File: src/rtl/mas_pipe.sv
// Two-stage pipelined modular-arithmetic unit: ALU into s1, single modulus
// correction into s2, valid/ready on both sides, optional result chaining.
module mas_pipe #(
    parameter int W = 5
) (
    input  logic         clk,
    input  logic         rst,
    input  logic         in_valid,
    output logic         in_ready,
    input  logic [1:0]   Sel,
    input  logic         chain,
    input  logic [W-1:0] Din1,
    input  logic [W-1:0] Din2,
    input  logic [W-1:0] Q,
    output logic         out_valid,
    input  logic         out_ready,
    output logic [W:0]   TDout,
    output logic [1:0]   Tcmp,
    output logic [W-1:0] Dout
);

    typedef enum logic [1:0] {
        CMP_NONE = 2'b00,
        CMP_SUB  = 2'b01,
        CMP_ADD  = 2'b10
    } cmp_e;

    // Stage 1: ALU result and modulus of the most recently accepted transaction
    logic                r_s1_valid;
    logic signed [W:0]   r_s1_t;
    logic [W-1:0]        r_s1_q;

    // Stage 2: registered outputs
    logic                r_s2_valid;
    logic [W:0]          r_s2_tdout;
    cmp_e                r_s2_tcmp;
    logic [W-1:0]        r_s2_dout;

    logic [W-1:0]        r_acc;

    logic                w_in_fire;
    logic                w_s2_load;
    logic                w_s1_adv;
    logic [W-1:0]        w_a;
    logic signed [W:0]   w_a_ext;
    logic signed [W:0]   w_b_ext;
    logic signed [W:0]   w_alu;
    logic signed [W:0]   w_q_ext;
    logic [W-1:0]        w_r;
    cmp_e                w_cmp;

    assign w_s2_load = !r_s2_valid || out_ready;
    assign w_s1_adv  = r_s1_valid && w_s2_load;
    assign in_ready  = !r_s1_valid || w_s1_adv;
    assign w_in_fire = in_valid && in_ready;

    // A chained operand only fires while s1 advances, so forwarding C(s1) is safe
    assign w_a     = chain ? (r_s1_valid ? w_r : r_acc) : Din1;
    assign w_a_ext = {w_a[W-1], w_a};
    assign w_b_ext = {Din2[W-1], Din2};

    // NOTE: every always_comb output gets a default first so no latch is inferred.
    always_comb begin
        w_alu = w_a_ext;
        case (Sel)
            2'b00:   w_alu = w_a_ext + w_b_ext;
            2'b01:   w_alu = w_a_ext - w_b_ext;
            2'b10:   w_alu = w_b_ext - w_a_ext;
            default: w_alu = w_a_ext;
        endcase
    end

    // Compare at full W+1 precision; the low W bits of the sum are exact at W bits.
    assign w_q_ext = {r_s1_q[W-1], r_s1_q};

    always_comb begin
        w_cmp = CMP_NONE;
        w_r   = r_s1_t[W-1:0];
        if (r_s1_t >= w_q_ext) begin
            w_cmp = CMP_SUB;
            w_r   = r_s1_t[W-1:0] - r_s1_q;
        end else if (r_s1_t[W]) begin
            w_cmp = CMP_ADD;
            w_r   = r_s1_t[W-1:0] + r_s1_q;
        end
    end

    // NOTE: sequential state uses non-blocking assignments so all registers
    // update together from pre-edge values.
    always_ff @(posedge clk or posedge rst) begin
        if (rst) begin
            r_s1_valid <= 1'b0;
            r_s1_t     <= '0;
            r_s1_q     <= '0;
        end else if (w_in_fire) begin
            r_s1_valid <= 1'b1;
            r_s1_t     <= w_alu;
            r_s1_q     <= Q;
        end else if (w_s1_adv) begin
            r_s1_valid <= 1'b0;
        end
    end

    // NOTE: datapath registers are reset too because they drive ports
    // that must read zero during and after reset.
    always_ff @(posedge clk or posedge rst) begin
        if (rst) begin
            r_s2_valid <= 1'b0;
            r_s2_tdout <= '0;
            r_s2_tcmp  <= CMP_NONE;
            r_s2_dout  <= '0;
        end else if (w_s2_load) begin
            r_s2_valid <= w_s1_adv;
            if (w_s1_adv) begin
                r_s2_tdout <= r_s1_t;
                r_s2_tcmp  <= w_cmp;
                r_s2_dout  <= w_r;
            end
        end
    end

    always_ff @(posedge clk or posedge rst) begin
        if (rst) begin
            r_acc <= '0;
        end else if (w_s1_adv) begin
            r_acc <= w_r;
        end
    end

    assign out_valid = r_s2_valid;
    assign TDout     = r_s2_tdout;
    assign Tcmp      = r_s2_tcmp;
    assign Dout      = r_s2_dout;

endmodule

File: config.mk
export PLATFORM = sky130hd
export DESIGN_NAME = mas_pipe
export DESIGN_NICKNAME = d
export VERILOG_FILES = /design/src/rtl/mas_pipe.sv
export SDC_FILE = /design/constraint.sdc
export NUM_CORES = 1
export LEC_CHECK = 0
export BUFFER_PORTS_ARGS = -buffer_cell sky130_fd_sc_hd__buf_2
export CORE_ASPECT_RATIO = 0.9
export CORE_MARGIN = 2
export CORE_UTILIZATION = 40
export CTS_CLUSTER_SIZE = 30
export DETAILED_ROUTE_END_ITERATION = 6
export HOLD_SLACK_MARGIN = 0.02
export REMOVE_ABC_BUFFERS = 1
export SLEW_MARGIN = 25
export SYNTH_ARGS = -nofsm -noshare
export SYNTH_HDL_FRONTEND = slang
export SYNTH_SLANG_ARGS = --single-unit
File: constraint.sdc
create_clock -name clk -period 8.4 [get_ports clk]
set_clock_uncertainty 0.2 [all_clocks]
set_input_delay 1.68 -clock clk [delete_from_list [all_inputs] [get_ports clk]]
set_output_delay 1.68 -clock clk [all_outputs]
set_load 0.1 [all_outputs]
; Word-level counts from Yosys, hierarchy flattened
; Cells that the tools add are included.
[totals]
latch_bits = 0
n_memories = 0
inputBits = 22
ramBits = 0
register_bits = 31
mem_bits_ro = 0
[op_classes]
n_reduce_logical = 9
n_bitwise = 0
n_div = 0
n_eq_ne = 2
mux = 9
n_addsub = 5
order_cmp = 1
mul = 0
n_shift = 0
[op_table]
columns = op, count
row1 = 2-to-1 mux 5 bit, 4
row2 = one-hot mux 6 bit (3 select lines), 1
row3 = subtractor 5 x 5 -> 6 bit, 2
row4 = adder 5 x 5 -> 6 bit, 1
row5 = greater-or-equal comparator 6 x 5 -> 1 bit, 1
row6 = adder 5 bit, 1
row7 = subtractor 5 bit, 1
row8 = 2-to-1 mux 2 bit, 2
row9 = "equality test 2 x 1 -> 1 bit, second input constant", 1
row10 = "equality test 2 bit, second input constant", 1
row11 = logical AND 1 bit, 2
row12 = zero test 1 bit, 2
row13 = zero test 2 bit, 1
row14 = logical OR 1 bit, 2
row15 = 2-to-1 mux 1 bit, 2
row16 = AND reduction 2 bit, 1
row17 = nonzero test 2 bit, 1

; Depth between registers and ports, before layout
; Gate-level depths: netlist of the first run.
[depth]
depth_word = 7
depth_mapped = 20
depth_no_buf = 20

; Worst setup path after synthesis of the first run
; Ideal clock, no wire load.
[synth_timing]
path_kind = input to register
from = in chain
to = reg r_s1_t[5]
path_buffers = 0
path_stages = 14
path_slack_ns = 3.752
arrival_time_ns = 4.309
required_ns = 8.061
setup_ns = 0.139
path_cell_list = nor2b_1 > nand2_1 > o21ai_0 > a21oi_1 > ha_1 > o21ai_0 > ha_1 > nor2_1 > a2111oi_1 > a2111oi_2 > xnor2_1 > o21a_1 > o41ai_1 > nand3_1
[synth_between]
elab_chain_cells = 3
elab_cells_between_ends = 5
[synth_lines]
columns = element, line_no
row1 = "start, declared", 11  ; input logic chain,
row2 = 2-to-1 mux 5 bit *, 58  ; assign w_a = chain ? (r_s1_valid ? w_r : r_acc) : Din1;
row3 = "subtractor 5 x 5 -> 6 bit, or another cell as far along", 68  ; 2'b10: w_alu = w_b_ext - w_a_ext;
row4 = one-hot mux 6 bit (3 select lines) *, 65  ; case (Sel)
row5 = "end signal, assigned", 97  ; r_s1_t <= w_alu;
row6 = "end, declared", 30  ; logic signed [W:0] r_s1_t;
; Every way passes the cells marked *; elsewhere a longest branch is shown, timed or not.
; A chain may end at the register's enable or synchronous reset.

; Final worst setup path of the first run
[layout_timing]
from = reg r_s1_t[5]
to = reg r_s1_t[5]
[layout_between]
elab_chain_cells = 6
elab_cells_between_ends = 9
[layout_lines]
columns = element, line_no
row1 = greater-or-equal comparator 6 x 5 -> 1 bit or 2-to-1 mux 5 bit (tied branches), "79, 82"
row2 = 2-to-1 mux 5 bit *, 79  ; if (r_s1_t >= w_q_ext) begin
row3 = 2-to-1 mux 5 bit * (2 in series), 58
row4 = "subtractor 5 x 5 -> 6 bit, or another cell as far along", 68
row5 = one-hot mux 6 bit (3 select lines) *, 65
; Marked as above.

==> summary.txt, run 1 <==
Run status
  – Status: finished clean

Floorplanning
  – Chip Height: 76.6 µm
  – Die X: 84.7 µm
  – Core Box Area: 5660 µm²
  – Full die area: 6480 µm²
  – Row count: 26
  – Ports: 37
  – Starting Density: 41.4%

Final layout
  – Final net count: 351
  – Share of cells above drive strength 1: 18.8%
  – Area growth, synth to finish: 11.4%
  – Ant diodes: 0

Global route
  – First-pass GRT wire length: 9580 µm
  – Initial antenna violation count: 0
  – Overflow after GRT: 0
  – Gr usage total: 18.2%
  – Largest net degree at the start of global routing: 27
  – Vias in the first global route: 1968

Power and ir drop
  – Internal: 480 µW
  – Switching pwr: 648 µW
  – Clock share of power: 7.5%
  – Pleak: 0.00124 µW
  – Gate power share: 72.7%
  – Sw frac: 57.5%
  – Seq pwr share: 19.8%
  – Maximum vdd ir drop: 0.249 mV
  – P per Cell Area: 433 nW/µm²

Min path
  – Min-Delay Path Class: register to register
  – Hold path startpoint: TDout[5]$_DFFE_PP0P_

Timing
  – Max_slew headroom: 54.8%
  – Fmax: 0.201 GHz
  – Final Hold Fails: 0
  – RSZ-0062 raised after global routing: no
  – Least-Margin Pin Slew: 0.676 ns
  – Pins over their slew limit: 0
  – Worst Slack Setup Final: 3.43 ns
  – Period utilisation layout: 59.2%
  – Crit path time final: 4.97 ns
  – Setup violators final: 0
  – Setup Total Neg Slack: 0 ns

Worst setup path
  – Worst Setup End Kind: register
  – Crit Path Class: register to register
  – CP max-delay cell: dfrtp_1
  – Cells along the critical path: ha_1 > nor3b_4 > a21oi_1 > nand2_1 > a21oi_1 > a21oi_1 > ha_1 > o21ai_0 > ha_1 > nor2_1 > a2111oi_1 > a2111oi_2 > xnor2_1 > o21a_1 > o41ai_1 > nand3_1
  – Critical path origin: r_s1_t[5]$_DFFE_PP0P_
  – Critical path arrival: 4.92 ns
  – Worst Path Buf+Inv: 0
  – CP delay by family, top: compound AO/OA/AOI/OAI gates
  – Crit Reg-Reg Startpoint: r_s1_t[5]$_DFFE_PP0P_
  – Critical path peak fanout: 17
  – Critical Path RT: 8.35 ns
  – Crit-path max cell delay: 0.70 ns
  – CP Launch Type: register

Synthesis
  – Seq/Total Area, Yosys: 27.8%
  – Synth Cell Area: 2340 µm²
  – Most common cell in the netlist: nand2_1
  – Post-synth top flop: dfrtp_1
  – Synth cell count leaders: 29 x nand2_1, 26 x dfrtp_1, 26 x inv_1
  – Leading area contributor after synthesis: dfrtp_1
  – Synth cell types: 56
  – Fraction of registers with async set/reset: 100%
  – Synth top area share: 27.8%
  – Area contributors post-synth: dfrtp_1 28%, ha_1 11%, nand2_1 4.6%
  – Synth Instances: 272
  – Post-synthesis register bit count: 26
  – Post-synth EDFFs: 0
  – Yosys Warn Count: 0
  – Synth Area per Inst: 8.61 µm²

Route
  – DR vias/cell: 5.45
  – Via count: 2034
  – Drt first pass iters: 4
  – WL/cell: 15.2 µm
  – Final WL: 5690 µm
  – ANT nets after route: 0
  – DRC: 0
  – 1st-iter DRT viols: 106

Clock network
  – TritonCTS Buffers: 3
  – Clock Pin Slew Worst Setup and Hold Paths: 0.10 ns
  – H-tree levels: 1
  – Post-CTS Hold Fix Bufs: 0
  – TritonCTS clock tree: done
  – Root Buffer: clkbuf_8
  – Post-CTS setup buffers: 0
  – Clk sinks: 26
  – CTS Buffer Depth: 2
  – Cts repair resizes: 0
  – Worst skew pair latency: 0.28 ns

Placement
  – Gp weighted congestion: 0.971
  – Pre-CTS setup slack: 3.18 ns
  – Post-DP HPWL: 4500 µm
  – Port Buffers: 36

Flow run
  – Max cap viols: 0
[worst reg2reg max path, delay by kind of cell (launching register included)]
kind,cells,cell delay (ns)
AO/OA/AOI/OAI,8,2.28
adder cells (fa/ha/maj),3,0.92
flip-flops,1,0.70
AND/OR/NAND/NOR,4,0.60
XOR/XNOR,1,0.16
[worst paths after layout]
kind | end | slack, ns | cells after the start
min | TDout[5]$_DFFE_PP0P_ | 0.28 | 2
min reg2reg | TDout[5]$_DFFE_PP0P_ | 0.28 | 2
max reg2reg | r_s1_t[5]$_DFFE_PP0P_ | 3.43 | 16
max | r_s1_t[5]$_DFFE_PP0P_ | 3.43 | 16
min in group asynchronous | TDout[1]$_DFFE_PP0P_ | 1.24 | 2
max in group asynchronous | r_s1_q[3]$_DFFE_PP0P_ | 6.38 | 2
[routing by layer]
layer  track usage, %  up-vias  share of wire (%)
met5                0        -                  0
met4             5.24        0                1.8
met3             1.30        7                2.2
met2             29.6       32                 45
met1             25.8      969                 51
li1                 -     1026                  -
[kinds of logic after synthesis]
| family | synth area share (%) |
|---|---|
| flip-flops | 27.8 |
| AO/OA/AOI/OAI | 24.0 |
| buffers and inverters | 6.73 |
| XOR/XNOR | 4.11 |
| AND/OR/NAND/NOR | 19.0 |
| multiplexers | 3.69 |
| adder cells (fa/ha/maj) | 14.6 |
[through the flow]
stage	instances	utilization [%]	instance area [µm²]	hold slack, ns	total power, µW
6_report	373	46.1	2610	0.282	1130
4_1_cts	373	46.1	2610	0.283	1130
5_1_grt	373	46.1	2610	0.318	1220
3_3_place_gp	369	45.1	2550	0.255	1040
2_1_floorplan	263	-	2290	0.276	883
3_5_place_dp	369	45.1	2550	0.259	1040
[cell type report]
| cell class | instances | area (µm²) |
|---|---|---|
| fillers | 593 | 3050 |
| multi-input cells | 210 | 1530 |
| flip-flops and latches | 26 | 651 |
| repair buffers | 36 | 180 |
| inverters | 27 | 101 |
| well taps | 70 | 87.6 |
| clock buffers | 4 | 55.1 |
[cells in the final DEF (no fill, tap or decap), drive strengths merged, types with 7 or more instances in the layout]
cell and count:
nand2b 9, nand2 29, dfrtp 26, nor2b 10, nor2 9, buf 36
a21oi 19, inv 27, ha 21, o21ai 24, xnor2 7
[flip-flops by register name (all words and copies together) (netlist names)]
signal,flops
r_s1_t,6
out_valid,1
r_s1_valid,1
Dout,5
r_s1_q,5
Tcmp,2
TDout,6
[power groups by stage]
stage,Sequential [µW],Clock (µW),Combinational [µW]
floorplan,429,0,453
global placement,226,0,811
detailed placement,227,0,818
CTS,224,86.9,822
global route,232,91.6,894
finish,223,84.3,821
No activity file was read; power rests on OpenSTA's default activity.
==> run 2, diff against run 1 <==
==> constraint.sdc (replaced) <==
create_clock -name clk -period 4.6 [get_ports clk]
set_clock_uncertainty 0.2 [all_clocks]
set_input_delay 0.92 -clock clk [delete_from_list [all_inputs] [get_ports clk]]
set_output_delay 0.92 -clock clk [all_outputs]
set_load 0.1 [all_outputs]
==> run 2 against run 1 <==
Compared with the run above: die area unchanged; count of clock-buffer cells in the layout unchanged; core utilization grew 4.3 points; first-iteration DRC count decreased by 3.8%; worst hold slack improved by 0.0011 ns; global-route usage rose by 0.68 points; routed wire length is 6.0% higher; via count up 4.5%; fmax rose by 14%; cell count up 5.6%; highest routed layer unchanged.
==> summary.txt, run 2 (synthesized netlist as in run 1, its figures left out) <==
Timing
  – Least-Margin Pin Slew: 0.727 ns
  – Setup violators final: 0
  – Fmax: 0.229 GHz
  – Final Hold Fails: 0
  – Max_slew headroom: 51.4%
  – Period utilisation layout: 94.7%
  – Pins over their slew limit: 0
  – Crit path time final: 4.36 ns

Clock network
  – H-tree levels: 1
  – TritonCTS clock tree: done
  – Worst skew pair latency: 0.28 ns
  – TritonCTS Buffers: 3
  – CTS Buffer Depth: 2
  – Clock Pin Slew Worst Setup and Hold Paths: 0.10 ns
  – Post-CTS Hold Fix Bufs: 0
  – Root Buffer: clkbuf_8
  – Clk sinks: 26

Global route
  – Overflow after GRT: 0
  – Initial antenna violation count: 0
  – Vias in the first global route: 2104
  – Largest net degree at the start of global routing: 27
  – First-pass GRT wire length: 9950 µm
  – Gr usage total: 18.9%

Worst setup path
  – Critical path peak fanout: 4
  – Critical Path RT: 4.56 ns
  – Crit-path max cell delay: 0.41 ns
  – CP max-delay cell: dfrtp_1
  – Crit Path Class: register to register
  – Worst Setup End Kind: register
  – Critical path arrival: 4.32 ns
  – Cells along the critical path: inv_1 > ha_2 > inv_1 > fa_2 > nand3_2 > nand4_1 > nand2_2 > a21oi_1 > a21oi_2 > ha_2 > a21oi_2 > xnor2_1 > ha_1 > nor2b_1 > a221o_1 > a2111oi_4 > xnor2_1 > o21a_1 > o41ai_2 > nand3_1
  – CP Launch Type: register

Floorplanning
  – Full die area: 6480 µm²
  – Chip Height: 76.6 µm
  – Core Box Area: 5660 µm²
  – Row count: 26
  – Ports: 37
  – Die X: 84.7 µm
  – Starting Density: 41.4%

Route
  – Final WL: 6030 µm
  – ANT nets after route: 0
  – 1st-iter DRT viols: 102
  – Via count: 2126
  – DR vias/cell: 5.40
  – DRC: 0
  – WL/cell: 15.3 µm
  – Drt first pass iters: 5

Final layout
  – Share of cells above drive strength 1: 29.3%
  – Ant diodes: 0
  – Final net count: 372
  – Fillers: 563
  – Cell area after layout: 2850 µm²
  – Commonest non-fill, non-tap cell in the layout: buf_2
  – Area growth, synth to finish: 21.8%
  – Most frequent cells in the layout: 36 x buf_2, 28 x nand2_1, 26 x dfrtp_1, 25 x inv_1, 21 x buf_4

Placement
  – Gp weighted congestion: 0.879
  – Placed inst area: 2650 µm²
  – Port Buffers: 36
  – Post-DP HPWL: 4680 µm

Run status
  – Status: finished clean

Min path
  – Min-Delay Path Class: register to register

Flow run
  – Max cap viols: 0
==> run 2: cell count changes in the layout (fill, tap and decap cells not counted), sizes merged <==
cell,delta
buf,+21
==> run 2: through the flow <==
step / hold WS (ns) / instances / utilization (%) / setup WS, ns / setup TNS, ns
6_report: 0.283 / 394 / 50.4 / 0.242 / 0
5_1_grt: 0.340 / 394 / 50.4 / -0.0349 / -0.0349
4_1_cts: 0.284 / 386 / 47.9 / 0.00413 / 0
3_5_place_dp: 0.259 / 382 / 46.8 / -0.0791 / -0.0791
3_3_place_gp: 0.254 / 382 / 46.8 / -0.0457 / -0.0457
2_1_floorplan: 0.276 / 263 / - / 0.299 / 0
==> run 2: per-layer routing <==
layer  routed length, µm  GRT usage, %  part of all wire (%)
met5                   0             0                     0
met2                2870          30.9                    48
met4                  91          5.56                   1.5
met1                2840          26.3                    47
met3                 219          1.84                   3.6
==> run 2: worst paths after layout <==
path | start | endpoint | slack, ns | cells past startpoint
min | TDout[5]$_DFFE_PP0P_ | TDout[5]$_DFFE_PP0P_ | 0.28 | 2
max in group asynchronous | rst | r_s1_q[4]$_DFFE_PP0P_ | 3.35 | 2
max reg2reg | r_s1_t[0]$_DFFE_PP0P_ | r_s1_t[5]$_DFFE_PP0P_ | 0.24 | 20
min in group asynchronous | rst | Tcmp[0]$_DFFE_PP0P_ | 0.47 | 2
min reg2reg | TDout[5]$_DFFE_PP0P_ | TDout[5]$_DFFE_PP0P_ | 0.28 | 2
max | r_s1_t[0]$_DFFE_PP0P_ | r_s1_t[5]$_DFFE_PP0P_ | 0.24 | 20
==> run 2: cell type report <==
class	instances	area, µm²	area share, %
flip-flops and latches	26	651	22.8
well taps	70	87.6	3.07
multi-input cells	210	1620	56.8
repair buffers	57	338	11.8
inverters	27	101	3.55
clock buffers	4	55.1	1.93
==> run 2: timing repair <==
| item | in CTS | in global routing |
|---|---|---|
| setup endpoints to repair | 1 | 1 |
| gates cloned | 0 | 0 |
| gates resized for setup | 3 | 18 |
| pin swaps | 0 | 9 |
| setup buffers | 0 | 8 |
==> run 2: worst max-delay path, delay by kind of cell, from the launching register on <==
family	cells	cell delay (ns)
AO/OA/AOI/OAI	7	1.38
adder cells (fa/ha/maj)	4	1.00
AND/OR/NAND/NOR	5	0.79
flip-flops	1	0.41
XOR/XNOR	2	0.31
buffers and inverters	2	0.15
Power of run 2 is left out: the tool's default activity adds up to more than one toggle a clock period on the data nets, which glitch-free logic cannot reach.
